[config.mk]
export PLATFORM = sky130hd
export DESIGN_NAME = uart_tx_mmio
export DESIGN_NICKNAME = d
export VERILOG_FILES = /design/src/rtl/uart_tx_mmio.sv
export SDC_FILE = /design/constraint.sdc
export NUM_CORES = 1
export LEC_CHECK = 0
export CAP_MARGIN = 20
export CELL_PAD_IN_SITES_DETAIL_PLACEMENT = 0
export CELL_PAD_IN_SITES_GLOBAL_PLACEMENT = 1
export CORE_ASPECT_RATIO = 0.7
export CORE_MARGIN = 2
export CORE_UTILIZATION = 40
export DETAILED_ROUTE_END_ITERATION = 16
export MAX_ROUTING_LAYER = met4
export PLACE_DENSITY = 0.88
export REMOVE_ABC_BUFFERS = 1
export SLEW_MARGIN = 15
export SYNTH_ARGS = -nofsm -noshare
export SYNTH_HDL_FRONTEND = slang
export SYNTH_SLANG_ARGS = --single-unit
[constraint.sdc]
create_clock -name clk -period 3.6 [get_ports clk]
set_input_delay 1.08 -clock clk [delete_from_list [all_inputs] [get_ports clk]]
set_output_delay 1.08 -clock clk [all_outputs]
set_load 0.02 [all_outputs]
[src/rtl/uart_tx_mmio.sv]
// Memory-mapped UART transmitter: DATA word pushes into a TX FIFO, STATUS word reports FIFO/shifter state.
// Define UART_TX_MMIO_PARITY_EN to insert an even-parity bit between the data bits and the stop bit.
module uart_tx_mmio #(
  parameter int unsigned CLK_DIV    = 434,
  parameter int unsigned FIFO_DEPTH = 8,
  parameter logic [31:0] BASE_ADDR  = 32'hFFFF_FFF0
) (
  input  logic        clk,
  input  logic        reset_n,
  input  logic [29:0] address,
  input  logic [31:0] data,
  input  logic        wren,
  output logic [31:0] q,
  output logic        hit,
  output logic        txd,
  output logic        irq_empty
);

  localparam int AW = $clog2(FIFO_DEPTH);
  localparam int CW = $clog2(FIFO_DEPTH + 1);
  localparam logic [15:0]   BAUD_RELOAD = 16'(CLK_DIV - 1);
  localparam logic [CW-1:0] DEPTH_C     = CW'(FIFO_DEPTH);

`ifdef UART_TX_MMIO_PARITY_EN
  typedef enum logic [2:0] {IDLE, START, DATA, PARITY, STOP} state_t;
`else
  typedef enum logic [2:0] {IDLE, START, DATA, STOP} state_t;
`endif

  state_t        state;
  logic [15:0]   baud;
  logic [2:0]    bit_idx;
  logic [2:0]    next_idx;
  logic [7:0]    shifter;

  logic [7:0]    mem [FIFO_DEPTH];
  logic [AW-1:0] wr_ptr;
  logic [AW-1:0] rd_ptr;
  logic [CW-1:0] entries;
  logic          overflow;

  logic          full;
  logic          empty;
  logic          busy;
  logic          push_req;
  logic          push;
  logic          pop;
  logic          status_wr;
  logic [6:0]    entries_ext;
  logic [3:0]    count_sat;
  logic [31:0]   status;
  logic          unused_data;

  assign hit       = (address[29:1] == BASE_ADDR[31:3]);
  assign push_req  = hit & wren & ~address[0];
  assign status_wr = hit & wren & address[0];

  assign full  = (entries == DEPTH_C);
  assign empty = (entries == '0);
  assign busy  = (state != IDLE);

  // A push against a full FIFO is dropped even when the shifter pops in the same cycle.
  assign push = push_req & ~full;
  assign pop  = (state == IDLE) & ~empty;

  assign irq_empty = empty & ~busy;

  assign entries_ext = 7'(entries);
  assign count_sat   = (entries_ext > 7'd15) ? 4'hF : entries_ext[3:0];
  assign status      = {24'b0, count_sat, overflow, busy, empty, full};

  assign next_idx    = bit_idx + 3'd1;
  assign unused_data = ^data[31:8];

  always_ff @(posedge clk) begin
    if (push) begin
      mem[wr_ptr] <= data[7:0];
    end
  end

  always_ff @(posedge clk or negedge reset_n) begin
    if (!reset_n) begin
      wr_ptr   <= '0;
      rd_ptr   <= '0;
      entries  <= '0;
      overflow <= 1'b0;
    end else begin
      if (push) begin
        wr_ptr <= wr_ptr + AW'(1);
      end
      if (pop) begin
        rd_ptr <= rd_ptr + AW'(1);
      end
      case ({push, pop})
        2'b10:   entries <= entries + CW'(1);
        2'b01:   entries <= entries - CW'(1);
        default: entries <= entries;
      endcase
      if (push_req && full) begin
        overflow <= 1'b1;
      end else if (status_wr && data[3]) begin
        overflow <= 1'b0;
      end
    end
  end

  always_ff @(posedge clk or negedge reset_n) begin
    if (!reset_n) begin
      q <= 32'h0;
    end else begin
      q <= (hit && address[0]) ? status : 32'h0;
    end
  end

  // txd is registered and updated on each state transition so it changes exactly at bit boundaries.
  always_ff @(posedge clk or negedge reset_n) begin
    if (!reset_n) begin
      state   <= IDLE;
      txd     <= 1'b1;
      baud    <= 16'h0;
      bit_idx <= 3'd0;
      shifter <= 8'h0;
    end else begin
      case (state)
        IDLE: begin
          txd <= 1'b1;
          if (!empty) begin
            shifter <= mem[rd_ptr];
            state   <= START;
            baud    <= BAUD_RELOAD;
            txd     <= 1'b0;
          end
        end
        START: begin
          if (baud == 16'h0) begin
            state   <= DATA;
            baud    <= BAUD_RELOAD;
            bit_idx <= 3'd0;
            txd     <= shifter[0];
          end else begin
            baud <= baud - 16'd1;
          end
        end
        DATA: begin
          if (baud == 16'h0) begin
            baud    <= BAUD_RELOAD;
            bit_idx <= next_idx;
            if (bit_idx == 3'd7) begin
`ifdef UART_TX_MMIO_PARITY_EN
              state <= PARITY;
              txd   <= ^shifter;
`else
              state <= STOP;
              txd   <= 1'b1;
`endif
            end else begin
              txd <= shifter[next_idx];
            end
          end else begin
            baud <= baud - 16'd1;
          end
        end
`ifdef UART_TX_MMIO_PARITY_EN
        PARITY: begin
          if (baud == 16'h0) begin
            state <= STOP;
            baud  <= BAUD_RELOAD;
            txd   <= 1'b1;
          end else begin
            baud <= baud - 16'd1;
          end
        end
`endif
        STOP: begin
          if (baud == 16'h0) begin
            state <= IDLE;
            baud  <= BAUD_RELOAD;
            txd   <= 1'b1;
          end else begin
            baud <= baud - 16'd1;
          end
        end
        default: begin
          state <= IDLE;
          txd   <= 1'b1;
        end
      endcase
    end
  end

endmodule

== After elaboration in Yosys (flattened, before gate mapping) ==
Memories as Yosys holds them, arrays and structs flattened. A register that Yosys moved wholly into a read port is not among the register bits.
Index checks and enable logic that the tools add are counted.
Storage, ports and cells
  latch bits: 0
  bits in registers: 42
  memories kept: 1
  bits in read-only memories: 0
  bits in writable memories: 64
  word-level logic and storage cells: 85
  input port bits: 65
  output and inout bits: 35
Operators by class
  mux-type cells: 26
  reductions and logical operators: 18
  bitwise operators: 10
  $lt $le $gt $ge: 2
  add/sub/neg operators: 6
  multiply operators: 0
  shift-type cells: 0
  equality and inequality tests: 13
  div/mod/pow operators: 0
Memory list
  mem: words 8, bits a word 8, read ports 1, clocked after Yosys merged registers in 1, wr ports 1, line 36  | logic [7:0] mem [FIFO_DEPTH];
Operator list (count)
  $mux 16: 2
  $pmux 16 s2: 1
  $eq 29x29->1 const B: 1
  $mux 3: 6
  $logic_not 16->1: 1
  $sub 16x1->16 const B: 1
  $pmux 3 s4: 1
  $mux 1: 10
  $ne 2x2->1 const B: 5
  $add 3x1->3 const B: 3
  $mux 8: 1
  $pmux 4 s2: 1
  $reduce_bool 2->1: 4
  $and 1x1->1: 6
  $eq 3x2->1 const B: 2
  $pmux 3 s2: 1
  $reduce_and 3->1: 2
  $reduce_and 5->1: 1
  $add 4x1->4 const B: 1
  $eq 4x4->1 const B: 1
  $gt 4x4->1 const B: 1
  $logic_not 4->1: 1
  $lt 3x4->1 const B: 1
  $mux 4: 1
  other kinds (14): 20

== Longest topological paths before layout ==
Gate-level depths: netlist of the first run.
  word-level depth: 6
  gate-level depth with buffers: 11
  depth with buffers taken out: 11

== Worst setup path after synthesis of the first run ==
No wires, ideal clock.
  path kind: in2reg
  start point: input port address[1]
  end point: memory mem[1][0] (enable)
  cell stages on the path: 5
  slack: 0.471 ns
  data required time: 3.217 ns
  buffers on the path: 0
  arrival time: 2.745 ns
  library setup time: 0.383 ns
  cell sequence: nand4b_1 nor4_1 nand4_1 or2_2 nor3_1
On the way
  longest elaborated chain between the ends: 6
RTL lines
  start, declared: line 10  | input logic [29:0] address,
  $eq 29x29->1: line 54  | assign hit = (address[29:1] == BASE_ADDR[31:3]);
  $and 1x1->1 (2 in series): line 55  | assign push_req = hit & wren & ~address[0];
  $and 1x1->1: line 63  | assign push = push_req & ~full;
  $mux 1: line 76  | if (push) begin
  $mux 1 (implied by the code): line 77  | mem[wr_ptr] <= data[7:0];
  end, declared: line 36
Every way passes these cells.

== Worst setup path after layout of the first run ==
  start point: input port address[15]
  end point: output port hit
On the way
  longest elaborated chain between the ends: 1
RTL lines
  $eq 29x29->1: line 54
  end, declared: line 14  | output logic hit,
Every way passes these cells.

==> results of run 1 <==
==> cell type report <==
| class | count | area share [%] |
|---|---|---|
| multi-input combinational | 236 | 28.5 |
| tap | 162 | 3.14 |
| clock inverter | 8 | 1.11 |
| sequential | 113 | 48.8 |
| inverter | 13 | 0.756 |
| clock buffer | 24 | 8.15 |
| timing repair buffer | 66 | 9.54 |
==> worst max-delay path, cell delays in order <==
cell and delay [ns]:
clkdlybuf4s50_1 0.45, nand4_1 0.11, nor4_2 0.29, buf_4 0.15, and2_1 0.13, buf_2 0.17
==> sequential cells by signal, summed over array words and instances, names as in the netlist <==
| register | flops |
|---|---|
| entries | 4 |
| wr_ptr | 3 |
| rd_ptr | 3 |
| state | 2 |
| overflow | 1 |
| mem | 64 |
| q | 8 |
| baud | 16 |
| shifter | 8 |
| bit_idx | 3 |
| txd | 1 |
==> metal layers <==
layer	vias up	routed length, um	GRT usage [%]
met5	-	0	-
met3	4	333	3.95
met4	0	68	6.76
met1	1536	4530	19.5
met2	76	4570	22.9
li1	1478	-	-
==> how the worst max path moves through the flow <==
| stage | start | end | cells past startpoint |
|---|---|---|---|
| floorplan | address[1] | mem[1][0]$_DFFE_PP_ | 5 |
| CTS | address[10] | hit | 6 |
| global placement | address[15] | hit | 6 |
| finish | address[15] | hit | 6 |
| detailed placement | address[10] | hit | 6 |
| global route | address[14] | hit | 6 |
==> cell families (layout without fill, tap and decap cells) <==
kind of cell	after synthesis	count (layout)	synth area share [%]
other cells	1	24	0.0723
buf+inv	48	111	5.70
xor+xnor	20	20	3.38
mux	32	32	10.6
simple gates	114	114	11.8
compound gates	32	32	4.32
fa+ha+maj	14	14	3.38
flops	113	113	60.8
==> power by group through the flow <==
| stage | clock, mW | sequential [mW] | combinational, mW |
|---|---|---|---|
| floorplan | 0 | 1.40 | 0.0237 |
| global placement | 0 | 1.40 | 0.0848 |
| detailed placement | 0 | 1.40 | 0.0877 |
| CTS | 1.68 | 1.37 | 0.0880 |
| global route | 1.75 | 1.37 | 0.0955 |
| finish | 1.64 | 1.37 | 0.0872 |
==> through the flow <==
| stage | hold WS, ns | util (%) | std cells |
|---|---|---|---|
| 2_1_floorplan | 0.443 | - | 362 |
| 3_3_place_gp | 0.460 | 46.6 | 590 |
| 3_5_place_dp | 0.464 | 46.6 | 590 |
| 4_1_cts | 0.473 | 51.4 | 622 |
| 5_1_grt | 0.514 | 51.4 | 622 |
| 6_report | 0.469 | 51.4 | 622 |
==> Yosys cell counts (all sizes together) (8+ instances only) <==
cell	instances	area [um^2]
mux2i	9	90.1
buf	30	218
nand2	29	109
xor2	8	70.1
xnor2	12	105
o21ai	13	65.1
edfxtp	64	1920
nor4	8	80.1
dfrtp	48	1200
nand4	8	50.1
ha	14	175
mux4	18	405
nor3	9	56.3
nor2	33	126
inv	13	48.8
==> timing repair <==
item / CTS / global route
setup endpoints to repair: 1 / 2
pin swaps: 0 / 1
resized for setup: 4 / 2
==> layout by cell type, fill, tap and decap left out, types with 9 or more instances in the layout <==
cell / instances
nand2_1: 29
nor2_1: 32
clkdlybuf4s50_1: 49
edfxtp_1: 64
xnor2_1: 12
o21ai_0: 13
conb_1: 24
ha_1: 14
dfrtp_1: 48
clkbuf_16: 20
inv_1: 13
mux2i_1: 9
buf_4: 16
mux4_2: 18
==> impl_metrics.tcl, run 1 <==
set metrics [dict create \
    remaining_drc_errors 7 \
    num_vias 3094 \
    p_int_mw 2.50 \
    avgSynthCellArea_um2 13.9 \
    final_area_mm2 0.00645 \
    cp.arrival_ns 2.38 \
    status "complete, but fails checks" \
    min_period_over_period_pct 96.2 \
    synth_edf_count 64 \
    p_comb_share_pct 2.8 \
    ios 100 \
    grt_pass1_vias 3121 \
    cts.sinks 113 \
    clkLatencyLatePin_ns 0.40 \
    seqPwrFrac_pct 44.2 \
    final-hold-violation-count 0 \
    num_rows 34 \
    track_usage_pct 15.2 \
    hold_buffers 0 \
    clock_path_buffers 2 \
    peakVddDrop_mv 0.345 \
    numCtsBuffers 17 \
    tns_ns 0 \
    ant_nets 0 \
    die-area_mm2 0.0139 \
    yosys_warnings 0 \
    nets 526 \
    core_area_mm2 0.0125 \
    endpoint_kind "output pin" \
    rsz0062_at_grt "false" \
    path_class "in -> out" \
    whs_endpoint "bit_idx[1]$_DFFE_PN0P_" \
    reg2reg_depth 11 \
    grt_pass1_wl_um 15500 \
    finalCriticalPeriod_ns 3.46 \
    async_flop_share_pct 43.4 \
    finClkSkew_ns 0.00755 \
    netlist_instances 374 \
    clock_power_share_pct 53.0 \
    vias_per_cell 4.97 \
    drv_slew 0 \
    reg2reg_from "entries[2]$_DFFE_PN0P_" \
    max_freq_mhz 289 \
    p_leak_nw 2.52 \
    power_switching_mw 0.605 \
    gr-total-overflow 0 \
    swShare_pct 19.5 \
    cts_root_buffer "clkbuf_16" \
    place_congestion 0.801 \
    syn_area_mm2 0.00518 \
    routed_wl_um 9500 \
    n_antenna_cell 0 \
    worstPathMaxFanout 2 \
    hold_path_class "reg -> reg" \
    layout-drive-gt1-share_pct 18.3 \
    p_total_mw 3.10 \
    min_from "bit_idx[1]$_DFFE_PN0P_" \
    start_kind "input pin" \
    hpwl_um 6590 \
    dr.pass1.iters 11 \
    io_buffers 51 \
    post_cts_buffers 0 \
    postPlaceCellArea_mm2 0.00584 \
    start_util_pct 41.3 \
    clkTransAtPathRegs_ns 0.05 \
    place_ws_ns -0.385 \
    max_slew_margin_pct 47.8 \
    ys_ff_latch 113 \
    multi_input_area_mm2 0.00184 \
    rr_endpoint "entries[2]$_DFFE_PN0P_" \
    drv_cap 0 \
    die_h_um 99.2 \
    wl_per_cell_um 15.3 \
    grt_max_degree 50 \
    rrSetupSlack_ns 0.97 \
    violations "DRC" \
    regArea_mm2 0.00315 \
    cts_tree "yes" \
    worst_slew_pin_slew_ns 0.784 \
    setup_violations 0 \
    htreeDepth 4 \
    die_w_um 140 \
    antenna_found_initial 0 \
    power.density_mw_per_mm2 481 \
    ys.flop_type "edfxtp_1" \
    setup_slack_ns 0.136 \
    cp_data_required_time_ns 2.52 \
    fillers 1044 \
    synth.distinct_cells 53 \
    ys_seq_area_share_pct 60.8 \
    worstHoldPathCells 2 \
    area_growth_pct 24.5 \
    drt_iter0_drc 216 \
]
(Power assumes the default switching activity.)
==> run 2: changes to the inputs <==
Settings changed: CORE_UTILIZATION 40 to 45, PLACE_DENSITY 0.88 to 0.95.
==> run 2 against run 1 <==
  * The run now ends clean
  * Worst hold slack lost 0.0017 ns
  * Final area decreased by 0.14%
  * Fmax is 0.91% higher
==> impl_metrics.tcl, run 2 (synthesized netlist as in run 1, its figures left out) <==
set metrics [dict create \
    top_regs "mem x64, baud x16" \
    finalCriticalPeriod_ns 3.43 \
    grtUsageMet3_pct 5.45 \
    grt_max_degree 50 \
    hpwl_um 6610 \
    antenna_found_initial 0 \
    max_freq_mhz 291 \
    startpoint "state[0]$_DFFE_PN0P_" \
    post_cts_buffers 0 \
    grt_pass1_wl_um 15500 \
    area_growth_pct 24.3 \
    drv_slew 0 \
    io_buffers 51 \
    worstPathMaxFanout 8 \
    core_area_mm2 0.0111 \
    p_leak_nw 2.50 \
    peakVddDrop_mv 0.319 \
    endpoint_kind "output pin" \
    drv_cap 0 \
    cts_tree "yes" \
    place_congestion 0.772 \
    tns_ns 0 \
    track_usage_pct 17.2 \
    grt_pass1_vias 3207 \
    final_area_mm2 0.00644 \
    drt_iter0_drc 190 \
    num_rows 32 \
    regArea_mm2 0.00315 \
    rsz0062_at_grt "false" \
    gr-total-overflow 0 \
    place_ws_ns -0.315 \
    fillers 869 \
    cts_root_buffer "clkbuf_16" \
    num_vias 3143 \
    layout.cells.non_filler 613 \
    layout-drive-gt1-share_pct 18.7 \
    p_total_mw 3.11 \
    vias_per_cell 5.13 \
    power.density_mw_per_mm2 483 \
    dpl.cell_count 581 \
    ant_nets 0 \
    min_from "bit_idx[1]$_DFFE_PN0P_" \
    hold_path_class "reg -> reg" \
    ios 100 \
    remaining_drc_errors 0 \
    start_kind "flop" \
    gr-usage-met1_pct 21.0 \
    clkTransAtPathRegs_ns 0.05 \
    path_class "reg -> out" \
    multi_input_area_mm2 0.00184 \
    cp.arrival_ns 2.35 \
    worst_slew_pin_slew_ns 0.753 \
    setup_slack_ns 0.168 \
    wl_per_cell_um 15.7 \
    start_util_pct 46.6 \
    reg2reg_from "entries[2]$_DFFE_PN0P_" \
    final_cell_mix "edfxtp_1, clkdlybuf4s50_1, dfrtp_1" \
    cts.sinks 113 \
    finClkSkew_ns 0.00734 \
    dr.pass1.iters 6 \
    die_h_um 93.8 \
    routed_wl_um 9620 \
    nets 526 \
    clkLatencyLatePin_ns 0.41 \
    min_period_over_period_pct 95.3 \
    setup_violations 0 \
    final-hold-violation-count 0 \
    htreeDepth 4 \
    largest_register_ffs 64 \
    hold_buffers 0 \
    numCtsBuffers 17 \
    die_w_um 132 \
    max_slew_margin_pct 49.8 \
    grt.met2_usage_pct 27.0 \
    rrSetupSlack_ns 0.91 \
    postPlaceCellArea_mm2 0.00583 \
    n_antenna_cell 0 \
    cp_data_required_time_ns 2.52 \
    status "completed" \
    die-area_mm2 0.0124 \
    busiest_layer "met2" \
    final_common_cell "edfxtp_1" \
    clock_path_buffers 2 \
    regMostFlops "mem" \
]
## run 2: cell count changes in the layout (fill, tap and decap cells not counted), moves of 2 or more
| cell | change |
|---|---|
| clkbuf_16 | -3 |
| clkinvlp_4 | +3 |
| clkinv_1 | +2 |
| clkbuf_1 | -3 |
| bufinv_16 | +2 |
## run 2: report_power, final
group / internal (mW) / leakage [nW] / switching (mW) / total [mW]
Clock: 1.08 / 0.276 / 0.571 / 1.65
Combinational: 0.0389 / 1.04 / 0.0493 / 0.0883
Sequential: 1.37 / 1.19 / 0.00000000704 / 1.37
Total: 2.49 / 2.50 / 0.620 / 3.11
## run 2: final timing paths
| check | to | cells past startpoint |
|---|---|---|
| max | irq_empty | 5 |
| min | bit_idx[1]$_DFFE_PN0P_ | 2 |
| max reg2reg | entries[2]$_DFFE_PN0P_ | 11 |
| min reg2reg | bit_idx[1]$_DFFE_PN0P_ | 2 |
| max in group asynchronous | rd_ptr[2]$_DFFE_PN0P_ | 1 |
| min in group asynchronous | q[6]$_DFF_PN0_ | 1 |
## run 2: per-layer routing
metal  up-vias  routed length (um)
met5         -                   0
met4         0                 128
met3        11                 475
met2        95                4680
met1      1557                4330
li1       1480                   -
## run 2: final cells by class
cell class	instances	area share (%)
clock buffers	17	6.60
clock inverters	15	2.60
inverters	13	0.757
multi-input cells	236	28.6
flip-flops and latches	113	48.9
well taps	153	2.97
repair buffers	66	9.56
## run 2: timing repair
action                                  in CTS  in global routing
cloned                                       0                  0
resized for setup                            3                  3
endpoints found under the setup margin       1                  2
## run 2: per-stage QoR
step / hold WS (ns) / utilization (%)
2_1_floorplan: 0.443 / -
3_3_place_gp: 0.455 / 52.4
3_5_place_dp: 0.460 / 52.4
4_1_cts: 0.472 / 57.8
5_1_grt: 0.508 / 57.9
6_report: 0.467 / 57.9
## run 2: critical path, stage by stage, from the launching register on
cell and delay, ns:
dfrtp_1 0.40, inv_1 0.14, ha_1 0.34, nand2_1 0.18, inv_1 0.24, clkdlybuf4s50_1 0.65
==> run 3: changes to the inputs <==
Settings changed: CORE_MARGIN 2 to 3, TNS_END_PERCENT set to 30.
==> run 3 against run 2 <==
  * Worst setup slack worse by 0.041 ns
  * Clock power is 4% higher
  * Via count is 0.22% higher
  * Critical path depth is 1 lower
  * Fmax is 1.2% lower
  * Critical path type unchanged
  * Critical endpoint unchanged
==> impl_metrics.tcl, run 3 (synthesized netlist as in run 1, its figures left out) <==
set metrics [dict create \
    status "completed" \
    cts_tree "yes" \
    final-hold-violation-count 0 \
    track_usage_pct 17.9 \
    htreeDepth 4 \
    hpwl_um 6710 \
    routed_wl_um 10100 \
    path_class "reg -> out" \
    grt_max_degree 50 \
    fillers 857 \
    drv_slew 0 \
    reg2reg_depth 11 \
    cts.sinks 113 \
    numCtsBuffers 17 \
    antenna_found_initial 0 \
    regMostFlops "mem" \
    hold_path_class "reg -> reg" \
    worstPathMaxFanout 7 \
    remaining_drc_errors 0 \
    cts_root_buffer "clkbuf_16" \
    n_antenna_cell 0 \
    setup_violations 0 \
    vias_per_cell 5.13 \
    worstHoldPathCells 2 \
    clock_path_buffers 2 \
    largest_register_ffs 64 \
    num_rows 32 \
    die_w_um 134 \
    dr.pass1.iters 5 \
    cp.arrival_ns 2.39 \
    core_area_mm2 0.0111 \
    finalCriticalPeriod_ns 3.47 \
    cp_data_required_time_ns 2.52 \
    post_cts_buffers 0 \
    final_common_cell "edfxtp_1" \
    endpoint_kind "output pin" \
    peakVddDrop_mv 0.339 \
    finalHoldWorstSlack_ns 0.485 \
    grt_pass1_wl_um 17000 \
    final_cell_mix "edfxtp_1, clkdlybuf4s50_1, dfrtp_1" \
    nets 527 \
    hold_buffers 0 \
    start_kind "flop" \
    worst_slew_pin_slew_ns 0.860 \
    max_freq_mhz 288 \
    place_congestion 0.817 \
    die_h_um 95.8 \
    min_period_over_period_pct 96.5 \
    ant_nets 0 \
    wl_per_cell_um 16.5 \
    rsz0062_at_grt "false" \
    clkTransAtPathRegs_ns 0.06 \
    clkLatencyLatePin_ns 0.40 \
    power.density_mw_per_mm2 491 \
    top_regs "mem x64, baud x16" \
    place_ws_ns -0.323 \
    start_util_pct 46.6 \
    drt_iter0_drc 159 \
    max_slew_margin_pct 42.7 \
    num_vias 3150 \
    ios 100 \
    die-area_mm2 0.0129 \
    setup_slack_ns 0.126 \
    io_buffers 51 \
    grt_pass1_vias 3325 \
    area_growth_pct 24.9 \
    gr-total-overflow 0 \
    layout-drive-gt1-share_pct 18.7 \
    drv_cap 0 \
    p_leak_nw 2.52 \
    finClkSkew_ns 0.0118 \
]
==> run 3: through the flow <==
stage / area [um^2] / TNS, ns / utilization (%) / instances / total power [mW]
floorplan: 5020 / 0 / - / 362 / 1.42
global placement: 5840 / -0.325 / 52.5 / 582 / 1.48
detailed placement: 5840 / -0.326 / 52.5 / 582 / 1.48
CTS: 6470 / 0 / 58.1 / 614 / 3.21
global route: 6470 / 0 / 58.2 / 614 / 3.28
finish: 6470 / 0 / 58.2 / 614 / 3.18
==> run 3: area by class of cell <==
type	instances	area, um^2	share of cell area (%)
clock buffer	18	429	6.63
clock inverter	14	189	2.92
multi-input combinational	236	1840	28.5
sequential	113	3150	48.6
timing repair buffer	67	623	9.62
inverter	13	48.8	0.754
tap	153	191	2.96
==> run 3: path summary, 6_finish.rpt <==
check                                       start                     end  slack, ns
min in group asynchronous                 reset_n          q[7]$_DFF_PN0_       0.69
min reg2reg                bit_idx[1]$_DFFE_PN0P_  bit_idx[1]$_DFFE_PN0P_       0.48
max in group asynchronous                 reset_n  bit_idx[2]$_DFFE_PN0P_       2.47
min                        bit_idx[1]$_DFFE_PN0P_  bit_idx[1]$_DFFE_PN0P_       0.48
max                        entries[2]$_DFFE_PN0P_               irq_empty       0.13
max reg2reg                entries[2]$_DFFE_PN0P_  entries[2]$_DFFE_PN0P_       0.88
==> run 3: metal layers <==
layer / up-vias / track usage, % / routed length (um)
li1: 1476 / - / -
met1: 1547 / 23.1 / 4390
met2: 115 / 28.1 / 5070
met3: 12 / 4.70 / 538
met4: 0 / 6.10 / 116
met5: - / - / 0
==> run 3: critical path: stages (launching register included) <==
cell,delay (ns)
dfrtp_1,0.45
nor4_2,0.43
nand2_1,0.21
inv_1,0.25
clkdlybuf4s50_1,0.66
==> run 3: power breakdown <==
part | internal [mW] | total, mW | switching [mW]
Clock | 1.15 | 1.72 | 0.568
Combinational | 0.0389 | 0.0882 | 0.0493
Sequential | 1.37 | 1.37 | 0.00000000693
==> run 3: repair_timing <==
item                                    4_1_cts  5_1_grt
endpoints found under the setup margin        2        1
resized for setup                             4        3
pin swaps                                     0        0
